`src/rtl/digit_feeder_pkg.sv`:
```
// Shared types and default sizing for the digit feeder datapath.
package digit_feeder_pkg;
    localparam int NDIGITS_DEF = 8;
    localparam int DIGIT_W_DEF = 4;

    typedef logic [NDIGITS_DEF*DIGIT_W_DEF-1:0] word_t;

    typedef enum logic {
        IDLE = 1'b0,
        RUN  = 1'b1
    } state_t;
endpackage

```
`src/rtl/digit_shifter.sv`:
```
// Remaining-digit register, position counter and end-of-word detect.
// DIGIT_FEEDER_SKIP_ZERO_EN: end the word at its highest non-zero digit.
module digit_shifter
    import digit_feeder_pkg::*;
#(
    parameter int NDIGITS = NDIGITS_DEF,
    parameter int DIGIT_W = DIGIT_W_DEF,
    localparam int WW     = NDIGITS*DIGIT_W
) (
    input  logic               clk_i,
    input  logic               rst_ni,
    input  logic               load_i,
    input  logic [WW-1:0]      word_i,
    input  logic [WW-1:0]      main_i,
    input  logic               xfer_i,
    output logic [DIGIT_W-1:0] digit_o,
    output logic               avail_o,
    output logic               last_o
);
    localparam int CW = $clog2(NDIGITS) + 1;

    logic [WW-1:0] src_q, src_d;
    logic [CW-1:0] cnt_q, cnt_d;

    assign digit_o = src_q[DIGIT_W-1:0];

`ifdef DIGIT_FEEDER_SKIP_ZERO_EN
    // An all-zero source means nothing is left to present, including main==0.
    assign last_o  = (src_q >> DIGIT_W) == '0;
    assign avail_o = src_q != '0;
`else
    assign last_o  = cnt_q == CW'(NDIGITS - 1);
    assign avail_o = 1'b1;
`endif

    always_comb begin
        src_d = src_q;
        cnt_d = cnt_q;
        if (load_i) begin
            src_d = word_i;
            cnt_d = '0;
        end else if (xfer_i) begin
            if (last_o) begin
                src_d = main_i;
                cnt_d = '0;
            end else begin
                src_d = src_q >> DIGIT_W;
                cnt_d = cnt_q + 1'b1;
            end
        end
    end

    always_ff @(posedge clk_i or negedge rst_ni) begin
        if (!rst_ni) begin
            src_q <= '0;
            cnt_q <= '0;
        end else begin
            src_q <= src_d;
            cnt_q <= cnt_d;
        end
    end
endmodule

```
`src/rtl/digit_feeder.sv`:
```
// Streams a loaded word one digit per accepted cycle, LSD first, building X_out.
// DIGIT_FEEDER_SKIP_ZERO_EN (in digit_shifter): skip leading zero digits.
module digit_feeder
    import digit_feeder_pkg::*;
#(
    parameter int NDIGITS = NDIGITS_DEF,
    parameter int DIGIT_W = DIGIT_W_DEF,
    localparam int WW     = NDIGITS*DIGIT_W
) (
    input  logic               Clk,
    input  logic               Rst_n,
    input  logic               Load,
    input  logic [WW-1:0]      Word,
    input  logic               Start,
    input  logic               Stop,
    input  logic               Ready,
    output logic               Valid,
    output logic [DIGIT_W-1:0] Digit,
    output logic [WW-1:0]      X_out,
    output logic               Wrap,
    output logic               Busy
);
    state_t        state_q, state_d;
    logic [WW-1:0] main_q, acc_q, acc_d;
    logic          wrap_q, wrap_d;
    logic          avail, last, xfer;

    digit_shifter #(.NDIGITS(NDIGITS), .DIGIT_W(DIGIT_W)) u_shift (
        .clk_i   (Clk),
        .rst_ni  (Rst_n),
        .load_i  (Load),
        .word_i  (Word),
        .main_i  (main_q),
        .xfer_i  (xfer),
        .digit_o (Digit),
        .avail_o (avail),
        .last_o  (last)
    );

    assign Busy  = state_q == RUN;
    assign Valid = Busy && avail;
    // A same-cycle Load wins; the offered digit is simply not consumed.
    assign xfer  = Valid && Ready && !Load;
    assign X_out = acc_q;
    assign Wrap  = wrap_q;

    always_comb begin
        state_d = state_q;
        case (state_q)
            IDLE:    if (Start && !Stop) state_d = RUN;
            RUN:     if (Stop) state_d = IDLE;
            default: state_d = IDLE;
        endcase
    end

    always_comb begin
        acc_d  = acc_q;
        wrap_d = 1'b0;
        if (xfer) begin
            acc_d  = {acc_q[WW-DIGIT_W-1:0], Digit};
            wrap_d = last;
        end
    end

    always_ff @(posedge Clk or negedge Rst_n) begin
        if (!Rst_n) begin
            state_q <= IDLE;
            main_q  <= '0;
            acc_q   <= '0;
            wrap_q  <= 1'b0;
        end else begin
            state_q <= state_d;
            acc_q   <= acc_d;
            wrap_q  <= wrap_d;
            if (Load) main_q <= Word;
        end
    end
endmodule

```
`config.mk`:
```
export PLATFORM = sky130hd
export DESIGN_NAME = digit_feeder
export DESIGN_NICKNAME = d
export VERILOG_FILES = /design/src/rtl/digit_feeder_pkg.sv /design/src/rtl/digit_shifter.sv /design/src/rtl/digit_feeder.sv
export SDC_FILE = /design/constraint.sdc
export NUM_CORES = 1
export LEC_CHECK = 0
export CORE_MARGIN = 8
export CORE_UTILIZATION = 54
export CTS_BUF_LIST = sky130_fd_sc_hd__clkbuf_8
export DETAILED_ROUTE_END_ITERATION = 10
export PLACE_DENSITY = 0.87
export SYNTH_ARGS = -nofsm -noshare
export SYNTH_HDL_FRONTEND = slang
export SYNTH_SLANG_ARGS = --single-unit
```
`constraint.sdc`:
```
create_clock -name Clk -period 1.65 [get_ports Clk]
set_input_delay 0.165 -clock Clk [delete_from_list [all_inputs] [get_ports Clk]]
set_output_delay 0.165 -clock Clk [all_outputs]
set_load 0.1 [all_outputs]
```
; Yosys cells after proc, flatten, opt, wreduce, memory -nomap -nowiden
; Index checks and enable logic that the tools add are counted.
[word_totals]
regBits = 102
in_bits = 38
output_inout_bits = 39
elab_cells = 25
[classes]
addsub = 1
n_eq_ne = 1
mux = 10
bitwise = 1
n_reduce_logical = 6
[op_table]
columns = op, count
row1 = $mux W32, 3
row2 = $mux W4, 3
row3 = $add A4 B1 Y4 const B, 1
row4 = $eq A4 B3 Y1 const B, 1
row5 = $logic_and A1 B1 Y1, 3
row6 = $mux W1, 3
row7 = $logic_not A1 Y1, 2
row8 = $pmux W1 S2, 1
row9 = $reduce_bool A2 Y1, 1
row10 = $not A1 Y1, 1

; Logic depth before layout (Yosys ltp)
; Gate-level depths: netlist of the first run.
[depth]
depth_word = 4
ltp_mapped = 6
ltp_nobuf = 4

; Modules after synthesis
; From an unflattened synthesis of the first run, not the netlist that was laid out.
[unflattened]
hier_cells = 344
area_unflattened_um2 = 4479.3
[by_module_without_submodules]
columns = mod, instances, cells_each, area_per_inst_um2, seq_area_each_um2
row1 = digit_feeder, 1, 144, 2481.1, 1651.6
row2 = digit_shifter, 1, 200, 1998.2, 900.9

; Least setup slack after synthesis of the first run
; Ideal clock, no wire load.
[synth_timing]
path_kind = reg2reg
startpoint = register state_q, in the netlist Busy
endpoint = register acc_q[10], in the netlist X_out[10]
setup_ps = 126
arrival_time_ps = 2014
t_required_ps = 1524
setup_slack_ps = -490
stages_incl_launch_ff = 6
n_path_buf = 2
period_less_slack_ps = 2140
path_cell_list = dfrtp_1 -> clkbuf_2 -> nand2_2 -> nor2_2 -> buf_2 -> mux2_2
[synth_between]
elab_chain_len = 2
[synth_lines]
columns = item, line_no
row1 = start: declaration, digit_feeder.sv:23  ; state_t state_q, state_d;
row2 = start signal: assignment, digit_feeder.sv:72  ; state_q <= state_d;
row3 = $logic_and A1 B1 Y1 (2 in series), digit_feeder.sv:43  ; assign xfer = Valid && Ready && !Load;
row4 = end signal: assignment, digit_feeder.sv:69  ; acc_q <= '0;
row5 = end signal: assignment, digit_feeder.sv:73  ; acc_q <= acc_d;
row6 = end: declaration, digit_feeder.sv:24  ; logic [WW-1:0] main_q, acc_q, acc_d;
; No other way between the ends.
; A chain may end at the register's enable or synchronous reset.

; Worst setup path in the final report of the first run
[layout_timing]
startpoint = register u_shift.cnt_q[0]
endpoint = register u_shift.src_q[16]
[layout_between]
elab_chain_len = 4
[layout_lines]
columns = item, line_no
row1 = start: declaration, digit_shifter.sv:23  ; logic [CW-1:0] cnt_q, cnt_d;
row2 = start signal: assignment, digit_shifter.sv:59  ; cnt_q <= cnt_d;
row3 = $eq A4 B3 Y1, digit_shifter.sv:32  ; assign last_o = cnt_q == CW'(NDIGITS - 1);
row4 = $mux W32, digit_shifter.sv:43  ; if (last_o) begin
row5 = $mux W32, digit_shifter.sv:42  ; end else if (xfer_i) begin
row6 = $mux W32, digit_shifter.sv:39  ; if (load_i) begin
row7 = end signal: assignment, digit_shifter.sv:58  ; src_q <= src_d;
row8 = end: declaration, digit_shifter.sv:22  ; logic [WW-1:0] src_q, src_d;
; No other way between the ends. The select of a mux whose other input is x is not followed.

==> qor.yml, run 1 <==
layout:
  area_growth_pct: 33.94
  num-nets-final: 518
  diodes: 0
  fill_cells: 508
  final_cells: 586
  drive_gt1_share_pct: 22.11
  stdcell_area_mm2: 0.005822
pwr:
  powerDensity_mw_per_mm2: 1473
  report.power.total_mw: 8.576
  power_leakage_nw: 2.686
  peakVddDrop_mv: 0.7184
critical_path:
  endpoint_kind: "flip-flop"
  r2r_start: "u_shift.cnt_q[0]"
  path_delay_family: "flip-flops"
  start_kind: "flip-flop"
  rr_worst_depth: 5
  critPathCapture: "u_shift.src_q[16]"
  critPathSlowestCell: "dfrtp_1"
  path_cells: "ha_1 -> and3b_1 -> buf_4 -> nand2_1 -> a32oi_1"
  path_max_fanout: 18
  cp_data_required_time_ns: 1.93
  crit_buf_inv: 1
  cp-startpoint: "u_shift.cnt_q[0]"
  worstSetupPathType: "reg2reg"
  crit_cells: 5
  max_stage_delay_ns: 0.40
  r2r_end: "u_shift.src_q[16]"
  cp_data_arrival_time_ns: 1.79
  reg2reg_slack_ns: 0.14
yosys:
  syn_nets: 448
  synth_ff_type: "dfrtp_1"
  seq_area_frac_synth_pct: 58.72
  synthArstFlopShare_pct: 100.0
  synth-seq-cells: 102
  syn_inst: 409
  synth-edff-count: 0
  yosys_warnings: 0
  synth_area_mm2: 0.004347
  syn_area_per_cell_um2: 10.63
  synth.distinct_cells: 27
floorplan:
  core_area_mm2: 0.007767
  rows: 32
  dieArea_mm2: 0.01118
  die_x_um: 105.7
  ios: 77
  initial_utilization_pct: 55.96
  die_h_um: 105.7
global_route:
  grt_max_degree: 87
  track_usage_pct: 19.83
  grt_pass1_vias: 3497
  grt_pass1_wl_mm: 17.78
  antenna_found_initial: 0
  overflow: 0
worst_hold_path:
  hold_path_class: "in2reg"
  hold_depth: 3
timing:
  drv_slew: 0
  fin_worst_skew_ns: 0.01091
  finalSetupTns_ns: 0
  finalHoldViolations: 0
  max_clock_freq_ghz: 0.6627
  setup_viol: 0
  worst_pin_slew_ns: 0.4359
  post-route-period-util_pct: 91.45
  rsz0062_at_grt: "no"
  fin_crit_ns: 1.509
  max_slew_margin_pct: 70.94
cts:
  clock_sinks: 102
  clk_path_buf_depth: 2
  clk_latency_ns: 0.37
  cts_root_buffer: "clkbuf_8"
  tritoncts: "built"
  cts-buffers-inserted: 9
  clkTransAtPathRegs_ns: 0.09
  cts.htree.levels: 3
  post_cts_buffers: 0
routing:
  drt_wl_total_mm: 10.59
  antenna_left: 0
  drc: 0
  drtIter0Drc: 239
  vias_per_cell: 5.712
  route.vias.total: 3347
  routedWlPerCell_um: 18.07
  dr.pass1.iters: 4
placement:
  dpl-instance-area_mm2: 0.005644
  dp_cells: 569
  dp_hpwl_mm: 7.505
  gp_congestion: 0.8072
  port_buffers: 76
run_status:
  outcome: "finished clean"
job:
  maxCapViolCount: 0
[cells by family (layout without fill, tap and decap cells)]
logic type / count (synthesis) / in the layout / share of synthesized area, %
compound gates: 100 / 100 / 15.89
xor+xnor: 1 / 1 / 0.2015
fa+ha+maj: 1 / 1 / 0.2878
buf+inv: 65 / 140 / 6.505
flops: 102 / 102 / 58.72
mux: 32 / 32 / 8.290
simple gates: 108 / 108 / 10.10
[cell type report]
class,instances,area (um^2),share of cell area [%]
clock buffers,10,137.6,2.364
clock inverters,6,30.03,0.5158
multi-input cells,242,1521,26.13
inverters,32,120.1,2.063
flip-flops and latches,102,2556,43.91
well taps,102,127.6,2.192
repair buffers,92,1329,22.82
[worst min-delay path by stage]
| stage | endpoint | slack, ns | startpoint |
|---|---|---|---|
| after floorplan | Wrap | -0.13 | Rst_n |
| after CTS | u_shift.cnt_q[1] | 0.23 | Load |
| final | u_shift.cnt_q[1] | 0.25 | Load |
| after detailed placement | X_out[0] | 0.13 | Rst_n |
| after global placement | X_out[0] | 0.13 | Rst_n |
| after global routing | u_shift.cnt_q[1] | 0.25 | Load |
[per-layer routing]
metal	track usage, %	wire length (um)	up-vias
li1	-	-	1526
met1	24.65	4552	1686
met2	32.53	5336	118
met3	5.359	512	17
met4	7.035	187	0
met5	0	0	-
[cell usage after synthesis (3+ instances only)]
cell	instances	area (um^2)
a21oi_1	3	15.01
a2bb2oi_1	4	35.03
a32oi_1	28	245.2
buf_1	3	11.26
buf_2	9	45.04
buf_4	5	37.54
clkbuf_1	14	52.55
dfrtp_1	102	2552
inv_1	32	120.1
mux2_2	32	360.4
nand2_1	91	341.6
nand3_1	6	30.03
nor2_1	3	11.26
o21ai_0	37	185.2
o21bai_1	28	210.2
[layout by cell type (no fill, tap or decap)]
| master | count |
|---|---|
| dfrtp_1 | 101 |
| nand2_1 | 91 |
| buf_12 | 44 |
| o21ai_0 | 37 |
| clkdlybuf4s50_1 | 35 |
| inv_1 | 34 |
| mux2_2 | 32 |
| o21bai_1 | 28 |
| a32oi_1 | 28 |
| buf_4 | 11 |
| clkbuf_8 | 10 |
| nand3_1 | 6 |
| a2bb2oi_1 | 4 |
| nor2_1 | 3 |
| a21oi_1 | 3 |
| clkinv_2 | 3 |
| dfrtp_4 | 1 |
| nand2_4 | 1 |
| nand3b_1 | 1 |
| nor3_1 | 1 |
| nor2_4 | 1 |
| xor2_1 | 1 |
| and2_2 | 1 |
| and3b_1 | 1 |
| or3_2 | 1 |
| or4_1 | 1 |
| ha_1 | 1 |
| clkinvlp_4 | 1 |
| dlygate4sd3_1 | 1 |
| buf_2 | 1 |
[power breakdown]
| part | internal (mW) | total, mW | switching, mW | leakage [nW] |
|---|---|---|---|---|
| clock network | 0.571 | 1.39 | 0.815 | 0.0944 |
| registers | 2.90 | 3.36 | 0.462 | 1.28 |
| logic | 1.39 | 3.83 | 2.44 | 1.32 |
| total | 4.86 | 8.58 | 3.71 | 2.69 |
[worst min-delay path, delay by kind of cell]
kind / cells / cell delay (ns)
AO/OA/AOI/OAI: 1 / 0.05
buffers and inverters: 2 / 0.37
[through the flow]
stage	hold WS, ns	setup slack, ns	utilization [%]
after floorplan	-0.1306	0.009794	-
after global placement	0.1261	0.06790	72.66
after detailed placement	0.1323	-0.0002114	72.66
after CTS	0.2308	0.1342	74.95
after global routing	0.2515	0.06006	74.95
final	0.2471	0.1411	74.95
[flip-flops by register name (all words and copies together) (netlist names)]
signal	flops
u_shift.cnt_q	4
u_shift.src_q	32
X_out	32
main_q	32
Busy	1
Wrap	1
[what timing repair did]
action	CTS	global route
endpoints found under the setup margin	0	0
gates resized for setup	0	0
hold endpoints to repair	30	0
hold buffers	1	0
Power figures use the tool's default switching activity.
==> run 2, diff against run 1 <==
--- a/config.mk
+++ b/config.mk
@@ -5,6 +5,7 @@
 export SDC_FILE = /design/constraint.sdc
 export NUM_CORES = 1
 export LEC_CHECK = 0
+export CAP_MARGIN = 10
 export CORE_MARGIN = 8
 export CORE_UTILIZATION = 54
 export CTS_BUF_LIST = sky130_fd_sc_hd__clkbuf_8
==> results of run 2 <==
Same layout as run 1: the final DEF is identical, and so are final timing and power.
==> run 3, diff against run 2 <==
--- a/config.mk
+++ b/config.mk
@@ -11,6 +11,7 @@
 export CTS_BUF_LIST = sky130_fd_sc_hd__clkbuf_8
 export DETAILED_ROUTE_END_ITERATION = 10
 export PLACE_DENSITY = 0.87
+export SKIP_CTS_REPAIR_TIMING = 1
 export SYNTH_ARGS = -nofsm -noshare
 export SYNTH_HDL_FRONTEND = slang
 export SYNTH_SLANG_ARGS = --single-unit
==> results of run 3 <==
Same layout as run 1: the final DEF is identical, and so are final timing and power.
Main changes from that run: wire length of the first global-routing pass 17780 um -> 17770 um; via count of the first global-routing pass 3497 -> 3491; overall routing resource usage 19.83% -> 19.82%; met3 usage 5.359% -> 5.298%
